--- src/rtl/layer_seq_pkg.sv ---
// Shared types and defaults for the time-multiplexed LogicNets layer sequencer.
// Width helpers, the default connectivity row and the FSM state encoding live here.
package layer_seq_pkg;

    typedef enum logic [1:0] {
        IDLE = 2'd0,
        EVAL = 2'd1,
        DONE = 2'd2
    } state_e;

    // Width of a neuron index; never below one bit so NEURONS==1 still gets a port.
    function automatic int sel_width(input int neurons);
        return (neurons > 1) ? $clog2(neurons) : 1;
    endfunction

    // Width of one connectivity entry (an index into M0).
    function automatic int conn_idx_width(input int in_width);
        return (in_width > 1) ? $clog2(in_width) : 1;
    endfunction

    // One neuron's row: entries k=0..3 are M0 bits 1,0,5,4 (entry 0 in the low bits).
    localparam logic [11:0] CONN_NEURON_DEFAULT = {3'd4, 3'd5, 3'd0, 3'd1};

endpackage

--- src/rtl/layer_seq_gather.sv ---
// Fan-in gather: picks the M0 bits listed in CONN for neuron sel and packs them
// MSB-first into the shared LUT address.
module layer_seq_gather
    import layer_seq_pkg::*;
#(
    parameter int IN_WIDTH   = 8,
    parameter int NEURONS    = 3,
    parameter int FANIN_BITS = 4,
    parameter logic [NEURONS*FANIN_BITS*conn_idx_width(IN_WIDTH)-1:0] CONN =
        {NEURONS{CONN_NEURON_DEFAULT}}
)(
    input  logic [IN_WIDTH-1:0]            in_vec,
    input  logic [sel_width(NEURONS)-1:0]  sel,
    output logic [FANIN_BITS-1:0]          addr
);

    localparam int SEL_W = sel_width(NEURONS);
    localparam int IDX_W = conn_idx_width(IN_WIDTH);

    always_comb begin
        addr = '0;
        for (int n = 0; n < NEURONS; n++) begin
            if (sel == SEL_W'(n)) begin
                for (int k = 0; k < FANIN_BITS; k++) begin
                    addr[FANIN_BITS-1-k] = in_vec[CONN[(n*FANIN_BITS+k)*IDX_W +: IDX_W]];
                end
            end
        end
    end

endmodule

--- src/rtl/layer_seq.sv ---
// Sequencer that evaluates one shared neuron LUT per neuron in turn and assembles M1.
// Define LAYER_SEQ_LUT_REG_EN when the shared LUT has a registered output.
module layer_seq
    import layer_seq_pkg::*;
#(
    parameter int IN_WIDTH   = 8,
    parameter int NEURONS    = 3,
    parameter int FANIN_BITS = 4,
    parameter int OUT_BITS   = 2,
    parameter logic [NEURONS*FANIN_BITS*conn_idx_width(IN_WIDTH)-1:0] CONN =
        {NEURONS{CONN_NEURON_DEFAULT}}
)(
    input  logic                           clk,
    input  logic                           rst,
    input  logic                           in_valid,
    output logic                           in_ready,
    input  logic [IN_WIDTH-1:0]            M0,
    output logic                           lut_en,
    output logic [sel_width(NEURONS)-1:0]  lut_sel,
    output logic [FANIN_BITS-1:0]          lut_addr,
    input  logic [OUT_BITS-1:0]            lut_data,
    output logic                           out_valid,
    input  logic                           out_ready,
    output logic [NEURONS*OUT_BITS-1:0]    M1
);

    localparam int SEL_W = sel_width(NEURONS);
    localparam int M1_W  = NEURONS * OUT_BITS;

    state_e                 state_q, state_d;
    logic [IN_WIDTH-1:0]    in_q, in_d;
    logic [SEL_W-1:0]       idx_q, idx_d;
    logic                   issue_q, issue_d;
    logic                   lut_en_q, lut_en_d;
    logic [SEL_W-1:0]       lut_sel_q, lut_sel_d;
    logic [FANIN_BITS-1:0]  lut_addr_q, lut_addr_d;
    logic [M1_W-1:0]        m1_q, m1_d;
    logic [FANIN_BITS-1:0]  gather_addr;
    logic                   wr_en;
    logic [SEL_W-1:0]       wr_sel;

    layer_seq_gather #(
        .IN_WIDTH   (IN_WIDTH),
        .NEURONS    (NEURONS),
        .FANIN_BITS (FANIN_BITS),
        .CONN       (CONN)
    ) u_gather (
        .in_vec (in_q),
        .sel    (idx_q),
        .addr   (gather_addr)
    );

`ifdef LAYER_SEQ_LUT_REG_EN
    // LUT result trails its request by one cycle, so the write pointer does too.
    logic              wr_en_q, wr_en_d;
    logic [SEL_W-1:0]  wr_sel_q, wr_sel_d;

    assign wr_en_d  = lut_en_q;
    assign wr_sel_d = lut_sel_q;
    assign wr_en    = wr_en_q;
    assign wr_sel   = wr_sel_q;

    always_ff @(posedge clk) begin
        if (rst) begin
            wr_en_q  <= 1'b0;
            wr_sel_q <= '0;
        end else begin
            wr_en_q  <= wr_en_d;
            wr_sel_q <= wr_sel_d;
        end
    end
`else
    assign wr_en  = lut_en_q;
    assign wr_sel = lut_sel_q;
`endif

    assign in_ready  = (state_q == IDLE) || ((state_q == DONE) && out_ready);
    assign out_valid = (state_q == DONE);
    assign lut_en    = lut_en_q;
    assign lut_sel   = lut_sel_q;
    assign lut_addr  = lut_addr_q;
    assign M1        = m1_q;

    always_comb begin
        state_d    = state_q;
        in_d       = in_q;
        idx_d      = idx_q;
        issue_d    = issue_q;
        lut_en_d   = 1'b0;
        lut_sel_d  = lut_sel_q;
        lut_addr_d = lut_addr_q;
        m1_d       = m1_q;

        case (state_q)
            IDLE: ;
            EVAL: begin
                if (issue_q) begin
                    lut_en_d   = 1'b1;
                    lut_sel_d  = idx_q;
                    lut_addr_d = gather_addr;
                    if (idx_q == SEL_W'(NEURONS - 1)) begin
                        issue_d = 1'b0;
                    end else begin
                        idx_d = idx_q + 1'b1;
                    end
                end
                if (wr_en) begin
                    for (int n = 0; n < NEURONS; n++) begin
                        if (wr_sel == SEL_W'(n)) begin
                            m1_d[n*OUT_BITS +: OUT_BITS] = lut_data;
                        end
                    end
                    if (wr_sel == SEL_W'(NEURONS - 1)) begin
                        state_d = DONE;
                    end
                end
            end
            DONE: begin
                if (out_ready && !in_valid) begin
                    state_d = IDLE;
                end
            end
            default: state_d = IDLE;
        endcase

        // Acceptance from IDLE or straight out of DONE (back-to-back layers).
        if (in_valid && in_ready) begin
            in_d    = M0;
            idx_d   = '0;
            issue_d = 1'b1;
            state_d = EVAL;
        end
    end

    always_ff @(posedge clk) begin
        if (rst) begin
            state_q    <= IDLE;
            in_q       <= '0;
            idx_q      <= '0;
            issue_q    <= 1'b0;
            lut_en_q   <= 1'b0;
            lut_sel_q  <= '0;
            lut_addr_q <= '0;
            m1_q       <= '0;
        end else begin
            state_q    <= state_d;
            in_q       <= in_d;
            idx_q      <= idx_d;
            issue_q    <= issue_d;
            lut_en_q   <= lut_en_d;
            lut_sel_q  <= lut_sel_d;
            lut_addr_q <= lut_addr_d;
            m1_q       <= m1_d;
        end
    end

endmodule

--- config.mk ---
export PLATFORM = sky130hd
export DESIGN_NAME = layer_seq
export DESIGN_NICKNAME = d
export VERILOG_FILES = /design/src/rtl/layer_seq_pkg.sv /design/src/rtl/layer_seq_gather.sv /design/src/rtl/layer_seq.sv
export SDC_FILE = /design/constraint.sdc
export NUM_CORES = 1
export LEC_CHECK = 0
export CORE_MARGIN = 2
export CORE_UTILIZATION = 51
export DETAILED_ROUTE_END_ITERATION = 8
export PLACE_DENSITY_LB_ADDON = 0.2
export SETUP_SLACK_MARGIN = 0.15
export SKIP_CTS_REPAIR_TIMING = 1
export SLEW_MARGIN = 30
export SYNTH_ARGS = -nofsm -noshare
export SYNTH_HDL_FRONTEND = slang
export SYNTH_HIERARCHICAL = 1
export SYNTH_SLANG_ARGS = --single-unit
export TNS_END_PERCENT = 50
--- constraint.sdc ---
create_clock -name clk -period 3.03 [get_ports clk]
set_input_delay 0.606 -clock clk [delete_from_list [all_inputs] [get_ports clk]]
set_output_delay 0.606 -clock clk [all_outputs]
set_load 0.01 [all_outputs]
==> results of run 1 <==
==> worst max-delay path: stages <==
cell             delay (ns)
clkdlybuf4s50_1        0.45
inv_1                  0.06
a21oi_1                0.14
clkdlybuf4s50_1        0.54
==> final timing paths <==
kind | cells past startpoint | slack, ns | to
max | 4 | 0.63 | in_ready
min | 2 | 0.46 | lut_addr[0]$_SDFFE_PP0P_
max reg2reg | 5 | 1.43 | idx_q[1]$_SDFFE_PP0P_
min reg2reg | 2 | 0.46 | lut_addr[0]$_SDFFE_PP0P_
==> power by group through the flow <==
stage,Sequential (mW),Combinational (mW),Clock [mW]
6_report,0.306,0.0577,0.225
5_1_grt,0.307,0.0640,0.242
4_1_cts,0.306,0.0582,0.229
3_5_place_dp,0.312,0.0578,0
3_3_place_gp,0.312,0.0563,0
2_1_floorplan,0.309,0.0410,0
==> metal layers <==
layer	up-vias	wire length (um)
met3	3	71
met5	-	0
met2	19	791
li1	389	-
met4	0	19
met1	337	857
==> registers in the layout, summed over array words and instances, names as in the netlist <==
signal	flops
state_q	2
in_q	4
idx_q	2
lut_addr	4
lut_en	1
M1	6
issue_q	1
lut_sel	2
==> metrics by stage <==
stage / cells / total power [mW] / util [%] / setup WS (ns)
2_1_floorplan: 102 / 0.350 / - / 1.55
3_3_place_gp: 144 / 0.368 / 69.4 / 0.627
3_5_place_dp: 144 / 0.370 / 69.4 / 0.634
4_1_cts: 148 / 0.593 / 72.3 / 0.617
5_1_grt: 148 / 0.614 / 72.3 / 0.545
6_report: 148 / 0.589 / 72.3 / 0.626
==> final cells by class <==
class | instances | area (um2) | area share (%)
repair buffers | 24 | 240 | 18.8
clock buffers | 3 | 22.5 | 1.76
well taps | 25 | 31.3 | 2.45
flip-flops and latches | 22 | 440 | 34.5
clock inverters | 1 | 30.0 | 2.35
multi-input cells | 70 | 500 | 39.2
inverters | 3 | 11.3 | 0.882
==> placed cells by master (no fill, tap or decap) <==
cell	count
clkdlybuf4s50_1	24
dfxtp_1	22
nand2b_1	17
mux2i_1	11
a21oi_1	7
nand3_1	6
nand2_1	5
a21boi_1	4
inv_1	3
nor2b_1	3
nor2_1	3
clkbuf_4	3
a211oi_2	2
o21ba_2	2
and4bb_2	1
xnor2_1	1
nor3_1	1
nand3b_1	1
o21ai_0	1
a2111oi_2	1
a21boi_0	1
nor3b_2	1
nand4b_1	1
ha_1	1
bufinv_16	1
==> results.sh, run 1 <==
export IMPL_firstDrtPassIters=3
export IMPL_netlist_instances=102
export IMPL_routabilityCongestion=0.736
export IMPL_via_count=748
export IMPL_htreeDepth=1
export IMPL_slew_headroom_pct=46.6
export IMPL_area_growth_pct=29.6
export IMPL_p_leak_nw=0.477
export IMPL_post_dp_cell_area_um2=1220
export IMPL_fill_cells=149
export IMPL_crit_required_ns=2.42
export IMPL_clkSinkCount=22
export IMPL_tightest_slew_ns=0.799
export IMPL_drtIter0Drc=4
export IMPL_cp_start_kind="primary input"
export IMPL_syn_area_per_cell_um2=9.65
export IMPL_gr_usage_met3_pct=3.77
export IMPL_antenna_cells=0
export IMPL_top_usage_layer="met2"
export IMPL_endpoint_kind="output port"
export IMPL_peakVddDrop_mv=0.330
export IMPL_max_freq_ghz=0.416
export IMPL_drcViolationCount=0
export IMPL_clkPwrFrac_pct=38.3
export IMPL_postRouteAntennaNets=0
export IMPL_clock_latency_ns=0.32
export IMPL_fin_nets=139
export IMPL_finalCritPeriodShare_pct=79.4
export IMPL_grt_max_degree=29
export IMPL_holdWs_ns=0.461
export IMPL_hp_start="lut_addr[0]$_SDFFE_PP0P_"
export IMPL_arrival_ns=1.80
export IMPL_wl_per_cell_um=11.8
export IMPL_yosysWarnings=6
export IMPL_internal_power_uw=464
export IMPL_core_rowCount=15
export IMPL_vias_per_cell=5.05
export IMPL_setup_viol=0
export IMPL_met1_usage_pct=24.7
export IMPL_synth_cell_area_um2=985
export IMPL_cts_tree="done"
export IMPL_die_h_um=47.9
export IMPL_grtUsageMet2_pct=27.7
export IMPL_tns_ns=0
export IMPL_hp_class="flop to flop"
export IMPL_io_buffers=24
export IMPL_drt_total_wl_mm=1.74
export IMPL_hold_viol_final=0
export IMPL_dp_hpwl_mm=1.28
export IMPL_dieWidth_um=47.9
export IMPL_grt_pass1_vias=665
export IMPL_power_density_nw_per_um2=461
export IMPL_clock_skew_ns=0.0146
export IMPL_grt_overflow=0
export IMPL_pin_count=29
export IMPL_die_area_um2=2300
export IMPL_grt_setup_unrepaired="false"
export IMPL_cts_clk_slew_worst_paths_ns=0.13
export IMPL_cp_max_fo=3
export IMPL_p_comb_share_pct=9.8
export IMPL_initial_core_util_pct=55.8
export IMPL_clockRootBuffer="clkbuf_4"
export IMPL_clk_path_buf_depth=2
export IMPL_status="finished, final reports clean"
export IMPL_postLayoutCellArea_um2=1280
export IMPL_seqPwrFrac_pct=51.9
export IMPL_grtUsageTotal_pct=17.7
export IMPL_drv_cap=0
export IMPL_r2r_start="idx_q[0]$_SDFFE_PP0P_"
export IMPL_critical_path_class="primary input to output port"
export IMPL_drv_slew=0
export IMPL_antenna_found_initial=0
export IMPL_synth_nets=117
export IMPL_switching_share_pct=21.2
export IMPL_grt_pass1_wl_mm=2.83
export IMPL_netSwitchingPower_uw=125
export IMPL_crit_path_start="out_ready"
export IMPL_drive_gt1_share_pct=8.94
export IMPL_numCtsBuffers=3
export IMPL_core_region_area_um2=1760
export IMPL_period_needed_ns=2.40
(Power assumes the default switching activity.)
==> run 2: changes to the inputs <==
--- a/config.mk
+++ b/config.mk
@@ -6,7 +6,7 @@
 export NUM_CORES = 1
 export LEC_CHECK = 0
 export CORE_MARGIN = 2
-export CORE_UTILIZATION = 51
+export CORE_UTILIZATION = 43
 export DETAILED_ROUTE_END_ITERATION = 8
 export PLACE_DENSITY_LB_ADDON = 0.2
 export SETUP_SLACK_MARGIN = 0.15
==> constraint.sdc (replaced) <==
create_clock -name clk -period 2.19 [get_ports clk]
set_input_delay 0.438 -clock clk [delete_from_list [all_inputs] [get_ports clk]]
set_output_delay 0.438 -clock clk [all_outputs]
set_load 0.01 [all_outputs]
==> run 2 against run 1 <==
- combinational power grew 44%
- hold slack improved by 0.00095 ns
- non-clock buffer count rose by 2
- critical path depth fell by 2
- clock power down 2%
- core utilization shrank 14 points
- first-iteration DRC count grew to 4.0 times the previous value
- global-route usage decreased by 2.3 points
- via count shrank 1.1%
- register-to-register slack got worse by 0.81 ns
==> results.sh, run 2 (synthesis results as in run 1) <==
export IMPL_largest_reg_flops=6
export IMPL_via_count=740
export IMPL_p_comb_share_pct=11.4
export IMPL_firstDrtPassIters=4
export IMPL_cp_start_kind="flop"
export IMPL_wl_per_cell_um=11.5
export IMPL_period_needed_ns=1.92
export IMPL_drv_slew=0
export IMPL_p_total_uw=725
export IMPL_seqPwrFrac_pct=58.3
export IMPL_peakVddDrop_mv=0.337
export IMPL_endpoint_kind="output port"
export IMPL_vias_per_cell=4.84
export IMPL_clock_skew_ns=0.00320
export IMPL_cts_clk_slew_worst_paths_ns=0.12
export IMPL_htreeDepth=1
export IMPL_fin_util_pct=58.5
export IMPL_dieWidth_um=51.9
export IMPL_clock_latency_ns=0.30
export IMPL_clkSinkCount=22
export IMPL_hp_class="flop to flop"
export IMPL_fin_nets=141
export IMPL_clk_path_buf_depth=2
export IMPL_p_leak_nw=0.484
export IMPL_holdPathEnd="lut_addr[0]$_SDFFE_PP0P_"
export IMPL_cp_max_fo=7
export IMPL_io_buffers=24
export IMPL_dp_hpwl_mm=1.37
export IMPL_internal_power_uw=560
export IMPL_drtIter0Drc=16
export IMPL_hold_path_depth=2
export IMPL_power_density_nw_per_um2=566
export IMPL_core_rowCount=17
export IMPL_initial_core_util_pct=44.9
export IMPL_numCtsBuffers=3
export IMPL_drt_total_wl_mm=1.76
export IMPL_tns_ns=0
export IMPL_grtUsageTotal_pct=15.4
export IMPL_critical_path_class="flop to output port"
export IMPL_drv_cap=0
export IMPL_final_common_cell="clkdlybuf4s50_1"
export IMPL_hold_viol_final=0
export IMPL_cts_tree="done"
export IMPL_area_growth_pct=30.1
export IMPL_rrSetupSlack_ns=0.62
export IMPL_met1_usage_pct=20.1
export IMPL_gr_usage_met3_pct=3.45
export IMPL_clkPwrFrac_pct=30.3
export IMPL_routabilityCongestion=0.810
export IMPL_netSwitchingPower_uw=166
export IMPL_rr_worst_depth=5
export IMPL_drcViolationCount=0
export IMPL_hp_start="lut_addr[0]$_SDFFE_PP0P_"
export IMPL_grt_overflow=0
export IMPL_crit_required_ns=1.75
export IMPL_drive_gt1_share_pct=10.4
export IMPL_finalCritPeriodShare_pct=87.7
export IMPL_switching_share_pct=22.8
export IMPL_antenna_found_initial=0
export IMPL_grt_max_degree=17
export IMPL_slew_headroom_pct=66.6
export IMPL_grt_pass1_wl_mm=3.07
export IMPL_arrival_ns=1.48
export IMPL_postRouteAntennaNets=0
export IMPL_core_region_area_um2=2190
export IMPL_setup_viol=0
export IMPL_grtUsageMet2_pct=24.9
export IMPL_clockRootBuffer="clkbuf_4"
export IMPL_max_freq_ghz=0.521
export IMPL_grt_pass1_vias=684
export IMPL_reg2reg_to="idx_q[1]$_SDFFE_PP0P_"
export IMPL_die_area_um2=2690
export IMPL_layout_common_cells="23 x clkdlybuf4s50_1, 22 x dfxtp_1, 17 x nand2b_1"
export IMPL_top_usage_layer="met2"
export IMPL_r2r_start="idx_q[0]$_SDFFE_PP0P_"
export IMPL_tightest_slew_ns=0.500
export IMPL_status="finished, final reports clean"
export IMPL_pin_count=29
export IMPL_antenna_cells=0
export IMPL_grt_setup_unrepaired="true"
export IMPL_die_h_um=51.9
==> run 2: changes by cell type in the layout (fill, tap and decap cells not counted), sizes merged <==
cell / previous run / this run
buf: 0 / 2
bufinv: 1 / 0
clkbuf: 3 / 4
clkdlybuf4s50: 24 / 23
dlymetal6s2s: 0 / 1
==> run 2: per-layer routing <==
layer  part of all wire, %  up-vias
li1                      -      393
met1                    49      332
met2                    47       13
met3                   3.4        2
met4                  0.80        0
met5                     0        -
==> run 2: how the worst max path moves through the flow <==
| stage | startpoint | end | slack, ns | cells past startpoint |
|---|---|---|---|---|
| final | state_q[1]$_SDFFE_PP0P_ | out_valid | 0.27 | 2 |
| after CTS | out_ready | in_ready | 0.11 | 4 |
| after detailed placement | out_ready | in_ready | 0.11 | 4 |
| after global routing | state_q[1]$_SDFFE_PP0P_ | out_valid | 0.15 | 2 |
| after global placement | out_ready | in_ready | 0.13 | 4 |
| after floorplan | idx_q[0]$_SDFFE_PP0P_ | idx_q[1]$_SDFFE_PP0P_ | 0.76 | 5 |
==> run 2: cell type report <==
type                            count  area, um2
Inverter                            3       11.3
Timing Repair Buffer               26        258
Tap cell                           28       35.0
Clock buffer                        4       36.3
Fill cell                         223        910
Multi-Input combinational cell     70        500
Sequential cell                    22        440
==> run 2: metrics by stage <==
step / setup WS [ns] / cells / hold slack [ns] / cell area (um2)
floorplan: 0.759 / 102 / 0.445 / 985
global placement: 0.128 / 149 / 0.443 / 1240
detailed placement: 0.115 / 149 / 0.449 / 1240
CTS: 0.107 / 153 / 0.467 / 1280
global route: 0.146 / 153 / 0.490 / 1280
finish: 0.270 / 153 / 0.461 / 1280
==> run 2: critical path: stages, from the launching register on <==
cell             delay (ns)
dfxtp_1                0.45
nor2b_1                0.18
clkdlybuf4s50_1        0.55
==> run 2: power groups by stage <==
stage	clock network (mW)	registers, mW	logic [mW]
floorplan	0	0.428	0.0567
global placement	0	0.431	0.0821
detailed placement	0	0.432	0.0840
CTS	0.231	0.423	0.0843
global route	0.247	0.425	0.0917
finish	0.220	0.422	0.0830
